===== src/rtl/io_out_arbiter_pkg.sv =====
// Shared definitions for the processor output arbiter and the input-side arbiters built on it.
// Holds the width helpers, the default geometry and the tagged word record.
package io_out_arbiter_pkg;

  localparam int DEF_NUBITS = 16;
  localparam int DEF_NPROCS = 4;
  localparam int DEF_NUIOOU = 2;

  // A one-entry address space still needs a 1-bit field.
  function automatic int clog2_min1(input int n);
    return (n <= 2) ? 1 : $clog2(n);
  endfunction

  function automatic int addr_width(input int nuioou);
    return clog2_min1(nuioou);
  endfunction

  function automatic int src_width(input int nprocs);
    return clog2_min1(nprocs);
  endfunction

  typedef struct packed {
    logic [DEF_NUBITS-1:0]                 data;
    logic [addr_width(DEF_NUIOOU)-1:0]     addr;
    logic [src_width(DEF_NPROCS)-1:0]      src;
  } io_word_t;

endpackage


===== src/rtl/io_out_arbiter_rr_pick.sv =====
// Combinational round-robin picker: returns the first set request at or after i_ptr,
// wrapping modulo N, plus a found flag.
module io_out_arbiter_rr_pick
  import io_out_arbiter_pkg::*;
#(
  parameter int N  = DEF_NPROCS,
  parameter int SW = src_width(N)
) (
  input  logic [N-1:0]  i_req,
  input  logic [SW-1:0] i_ptr,
  output logic [SW-1:0] o_grant,
  output logic          o_found
);

  // Scan offsets from farthest to nearest so the nearest match is the last assignment.
  always_comb begin
    o_grant = '0;
    o_found = 1'b0;
    for (int k = N - 1; k >= 0; k--) begin
      if (i_req[(int'(i_ptr) + k) % N]) begin
        o_grant = SW'((int'(i_ptr) + k) % N);
        o_found = 1'b1;
      end
    end
  end

endmodule


===== src/rtl/io_out_arbiter.sv =====
// Buffers one non-stallable write per processor and drains them round-robin onto a
// valid/ready sink, tagging each word with its source and flagging dropped words.
module io_out_arbiter
  import io_out_arbiter_pkg::*;
#(
  parameter  int NUBITS = DEF_NUBITS,
  parameter  int NPROCS = DEF_NPROCS,
  parameter  int NUIOOU = DEF_NUIOOU,
  localparam int AW     = addr_width(NUIOOU),
  localparam int SW     = src_width(NPROCS)
) (
  input  logic                     clk,
  input  logic                     rst,
  input  logic [NPROCS-1:0]        out_en,
  input  logic [NPROCS*NUBITS-1:0] io_out,
  input  logic [NPROCS*AW-1:0]     addr_out,
  input  logic [NPROCS-1:0]        ovf_clr,
  output logic [NUBITS-1:0]        sink_data,
  output logic [AW-1:0]            sink_addr,
  output logic [SW-1:0]            sink_src,
  output logic                     sink_valid,
  input  logic                     sink_ready,
  output logic [NPROCS-1:0]        pend,
  output logic [NPROCS-1:0]        ovf
);

  logic [NUBITS-1:0] w_hold_data [NPROCS];
  logic [AW-1:0]     w_hold_addr [NPROCS];
  logic [NPROCS-1:0] w_pend;
  logic [NPROCS-1:0] w_ovf;
  logic [NPROCS-1:0] w_xfer;
  logic [SW-1:0]     w_gidx;
  logic              w_found;
  logic              w_free;
  logic              w_grant;

  logic [SW-1:0]     r_ptr;
  logic [NUBITS-1:0] r_sink_data;
  logic [AW-1:0]     r_sink_addr;
  logic [SW-1:0]     r_sink_src;
  logic              r_sink_valid;

  assign w_free  = !r_sink_valid || sink_ready;
  assign w_grant = w_free && w_found;

  io_out_arbiter_rr_pick #(
    .N  (NPROCS),
    .SW (SW)
  ) u_pick (
    .i_req   (w_pend),
    .i_ptr   (r_ptr),
    .o_grant (w_gidx),
    .o_found (w_found)
  );

  genvar gi;
  generate
    for (gi = 0; gi < NPROCS; gi++) begin : g_hold
      logic [NUBITS-1:0] r_data;
      logic [AW-1:0]     r_addr;
      logic              r_pend;
      logic              r_ovf;
      logic              w_cap;
      logic              w_drop;

      assign w_xfer[gi] = w_grant && (w_gidx == SW'(gi));
      // A slot emptying into the output register this edge can take the new word.
      assign w_cap  = out_en[gi] && (!r_pend || w_xfer[gi]);
      assign w_drop = out_en[gi] && r_pend && !w_xfer[gi];

      always_ff @(posedge clk or negedge rst) begin
        if (!rst) begin
          r_data <= '0;
          r_addr <= '0;
          r_pend <= 1'b0;
          r_ovf  <= 1'b0;
        end else begin
          if (w_cap) begin
            r_data <= io_out[gi*NUBITS +: NUBITS];
            r_addr <= addr_out[gi*AW +: AW];
            r_pend <= 1'b1;
          end else if (w_xfer[gi]) begin
            r_pend <= 1'b0;
          end
          if (w_drop) begin
            r_ovf <= 1'b1;
          end else if (ovf_clr[gi]) begin
            r_ovf <= 1'b0;
          end
        end
      end

      assign w_hold_data[gi] = r_data;
      assign w_hold_addr[gi] = r_addr;
      assign w_pend[gi]      = r_pend;
      assign w_ovf[gi]       = r_ovf;
    end
  endgenerate

  always_ff @(posedge clk or negedge rst) begin
    if (!rst) begin
      r_ptr        <= '0;
      r_sink_data  <= '0;
      r_sink_addr  <= '0;
      r_sink_src   <= '0;
      r_sink_valid <= 1'b0;
    end else if (w_free) begin
      if (w_found) begin
        r_sink_data  <= w_hold_data[w_gidx];
        r_sink_addr  <= w_hold_addr[w_gidx];
        r_sink_src   <= w_gidx;
        r_sink_valid <= 1'b1;
        r_ptr        <= (w_gidx == SW'(NPROCS - 1)) ? '0 : w_gidx + SW'(1);
      end else begin
        r_sink_valid <= 1'b0;
      end
    end
  end

  assign sink_data  = r_sink_data;
  assign sink_addr  = r_sink_addr;
  assign sink_src   = r_sink_src;
  assign sink_valid = r_sink_valid;
  assign pend       = w_pend;
  assign ovf        = w_ovf;

endmodule


===== config.mk =====
export PLATFORM = sky130hd
export DESIGN_NAME = io_out_arbiter
export DESIGN_NICKNAME = d
export VERILOG_FILES = /design/src/rtl/io_out_arbiter_pkg.sv /design/src/rtl/io_out_arbiter_rr_pick.sv /design/src/rtl/io_out_arbiter.sv
export SDC_FILE = /design/constraint.sdc
export NUM_CORES = 1
export LEC_CHECK = 0
export CORE_MARGIN = 2
export CORE_UTILIZATION = 31
export CTS_BUF_LIST = sky130_fd_sc_hd__clkbuf_8
export DETAILED_ROUTE_END_ITERATION = 7
export GPL_TIMING_DRIVEN = 0
export SLEW_MARGIN = 20
export SYNTH_ARGS = -nofsm -noshare
export SYNTH_HDL_FRONTEND = slang
export SYNTH_SLANG_ARGS = --single-unit

===== constraint.sdc =====
create_clock -name clk -period 3.1 [get_ports clk]
set_input_delay 0.62 -clock clk [delete_from_list [all_inputs] [get_ports clk]]
set_output_delay 0.62 -clock clk [all_outputs]
set_load 0.02 [all_outputs]

==> impl_metrics.env <==
export IMPL_postCtsSetupBuffers=0
export IMPL_netlist_instances=452
export IMPL_hold_path_class="in -> async"
export IMPL_num_rows=46
export IMPL_start_kind="flop"
export IMPL_syn_nets=531
export IMPL_syn_area_um2=4936
export IMPL_reg2reg_slack_ps=690
export IMPL_synth_top_family_by_area="compound AO/OA/AOI/OAI gates"
export IMPL_cellPowerDensity_nw_per_um2=998.5
export IMPL_synth_top_cell_area_share_pct=49.68
export IMPL_synth_async_reset_ratio_pct=100.0
export IMPL_power_switching_mw=2.649
export IMPL_relSlewSlack_pct=60.71
export IMPL_hpwlAfterDp_um=10480
export IMPL_maxCapViolCount=0
export IMPL_synth_common_cells="dfrtp_1, o211ai_1, nand2_1"
export IMPL_grtUsageTotal_pct=16.72
export IMPL_crit_path_top_delay_cell="dfrtp_1"
export IMPL_htreeDepth=3
export IMPL_place_gp_congestion=0.8756
export IMPL_synth_simple_gate_area_share_pct=11.20
export IMPL_final_hold_violation_count=0
export IMPL_seq_power_share_pct=35.8
export IMPL_required_ps=3370
export IMPL_yosysSeqAreaShare_pct=49.68
export IMPL_dieArea_um2=16950
export IMPL_areaGrowthSynthToFinish_pct=30.80
export IMPL_tritoncts_num_buffers=9
export IMPL_drtAntennaViolNets=0
export IMPL_die_width_um=130.2
export IMPL_wl_per_cell_um=17.65
export IMPL_timing_fmax_mhz=415.5
export IMPL_critPathMaxStageDelay_ps=480
export IMPL_yosysMostFrequentCell="dfrtp_1"
export IMPL_yosys_most_used_dff="dfrtp_1"
export IMPL_max_slew_worst_pin_slew_ps=589.3
export IMPL_clk_pin_slew_ps=100
export IMPL_grt_max_degree=57
export IMPL_cts_root_buffer="clkbuf_8"
export IMPL_combPwrFrac_pct=52.0
export IMPL_irDropWorstVdd_mv=0.4122
export IMPL_critPathKind="reg -> reg"
export IMPL_antenna_found_initial=0
export IMPL_path_delay_family="compound AO/OA/AOI/OAI gates"
export IMPL_nets=647
export IMPL_fin_tns_setup_ps=0
export IMPL_core_um2=15710
export IMPL_synth_compound_area_share_pct=21.19
export IMPL_p_sw_share_pct=41.09
export IMPL_p_int_mw=3.798
export IMPL_post_route_cells_drive_above_1_share_pct=14.83
export IMPL_drt_iter0_drc=265
export IMPL_cts_resized=0
export IMPL_outcome="finished clean"
export IMPL_synth_mux_area_share_pct=11.84
export IMPL_synth_top_area_cell="dfrtp_1"
export IMPL_worstPathMaxFanout=10
export IMPL_rsz0062_at_grt="no"
export IMPL_min_period_ps=2407
export IMPL_cp_end_kind="flop"
export IMPL_slew_viol_final=0
export IMPL_synth_seq_cells=98
export IMPL_post_route_period_util_pct=77.63
export IMPL_yosysWarnings=0
export IMPL_synth_xor_area_share_pct=0.1774
export IMPL_leakagePower_nw=2.492
export IMPL_ctsHoldBuffers=0
export IMPL_overflow=0
export IMPL_grt_pass1_vias=4098
export IMPL_post_drt_via_cell_ratio=5.032
export IMPL_die_y_um=130.2
export IMPL_cts_sinks=98
export IMPL_crit_arrival_ps=2670
export IMPL_synth_distinct_cells=40
export IMPL_grt_pass1_wl_um=21780
export IMPL_worst_path_buf_inv=2
export IMPL_cts_tree="yes"
export IMPL_setup_viol=0
export IMPL_synth_edf_count=0
export IMPL_portBuffers=104
export IMPL_drc_errors=0
export IMPL_fin_skew_ps=11.79
export IMPL_cts_max_path_buffers=2
export IMPL_io_pins=107
export IMPL_clk_latency_ps=390
export IMPL_syn_area_per_cell_um2=10.92
export IMPL_crit_chain="buf_4, nand2_1, a221o_1, and2_4, a31oi_4, buf_6, mux2_1"
export IMPL_worst_slack_ps=693.5
export IMPL_dr_pass1_iters=4
export IMPL_clkPwrFrac_pct=12.2
export IMPL_antenna_cells=0
export IMPL_yosys_area_share_adder_pct=0
export IMPL_wl_um=13930
export IMPL_netlist_top_cells_area="dfrtp_1, o211ai_1, mux2_2, mux2_1, nand2b_1"
export IMPL_initial_utilization_pct=31.41
export IMPL_via_count=3970
export IMPL_pre_cts_slack_ps=451.0
==> cells by family after synthesis <==
family	count (synthesis)
multiplexers	52
flip-flops	98
XOR/XNOR	1
buffers and inverters	54
AND/OR/NAND/NOR	107
AO/OA/AOI/OAI	140
==> metrics by stage <==
stage / hold WS (ps) / utilization (%) / power (mW) / cell area, µm² / cells
global route: 164.2 / 41.09 / 6.871 / 6456 / 789
detailed placement: 481.3 / 39.94 / 5.671 / 6276 / 773
floorplan: 324.4 / - / 4.496 / 4936 / 452
CTS: 145.6 / 41.09 / 6.470 / 6456 / 789
finish: 141.0 / 41.09 / 6.447 / 6456 / 789
global placement: 477.6 / 39.76 / 5.569 / 6247 / 772
==> worst register-to-register path, stage by stage (launching register included) <==
cell and delay (ps):
dfrtp_1 480, buf_4 230, nand2_1 70, a221o_1 400
and2_4 190, a31oi_4 360, buf_6 220, mux2_1 340
==> layout make-up <==
| cell class | instances | area [µm²] |
|---|---|---|
| clock inverter | 6 | 42.54 |
| inverter | 7 | 26.28 |
| fill | 1497 | 9256 |
| timing repair buffer | 105 | 1070 |
| buffer | 47 | 265.3 |
| clock buffer | 10 | 137.6 |
| multi-input combinational | 300 | 2192 |
| tap | 216 | 270.3 |
| sequential | 98 | 2452 |
==> power by group through the flow <==
stage	clock, mW	combinational (mW)	sequential [mW]
2_1_floorplan	0	2.19	2.31
6_report	0.786	3.35	2.31
5_1_grt	0.849	3.65	2.37
4_1_cts	0.804	3.36	2.31
3_3_place_gp	0	3.25	2.31
3_5_place_dp	0	3.34	2.33
==> routing by layer <==
layer  GRT usage [%]  up-vias  routed length (µm)
li1                -     1880                   -
met1           23.85     1948                6652
met2           25.50      126                6255
met3           2.501       16                 728
met4           6.768        0                 289
met5               0        -                   0
==> flip-flops by register name, indices dropped and copies added (netlist names) <==
register and count:
g_hold.r_addr 4, g_hold.r_data 64, g_hold.r_ovf 4, g_hold.r_pend 4, r_ptr 2, sink_addr 1, sink_data 16, sink_src 2
sink_valid 1
==> cell usage in the layout, fill, tap and decap left out, types with 2 or more instances in the layout <==
cell / count
inv_1: 7
clkbuf_1: 20
a31oi_4: 2
a21o_1: 4
clkbuf_8: 10
buf_6: 5
buf_1: 2
buf_4: 13
o211ai_1: 68
a21oi_1: 18
nand2b_1: 35
mux2_1: 20
clkdlybuf4s50_1: 103
nor2b_1: 4
a22o_1: 2
a221o_1: 18
or2_2: 2
buf_2: 7
nand2_1: 42
dfrtp_1: 98
mux2_2: 31
o21ai_0: 19
nand3_1: 17
clkinvlp_4: 5
==> worst paths after layout <==
check	from	end	cells after the start
worst max-delay path	g_hold[0].r_pend	g_hold[3].r_data[10]	7
worst min-delay path	rst	g_hold[1].r_data[10]	1
worst max register to register	g_hold[0].r_pend	g_hold[3].r_data[10]	7
worst min register to register	sink_src[0]	sink_src[0]	1
max in group asynchronous	rst	g_hold[2].r_data[3]	2
min in group clk	sink_src[0]	sink_src[0]	1
(Power assumes the default switching activity.)
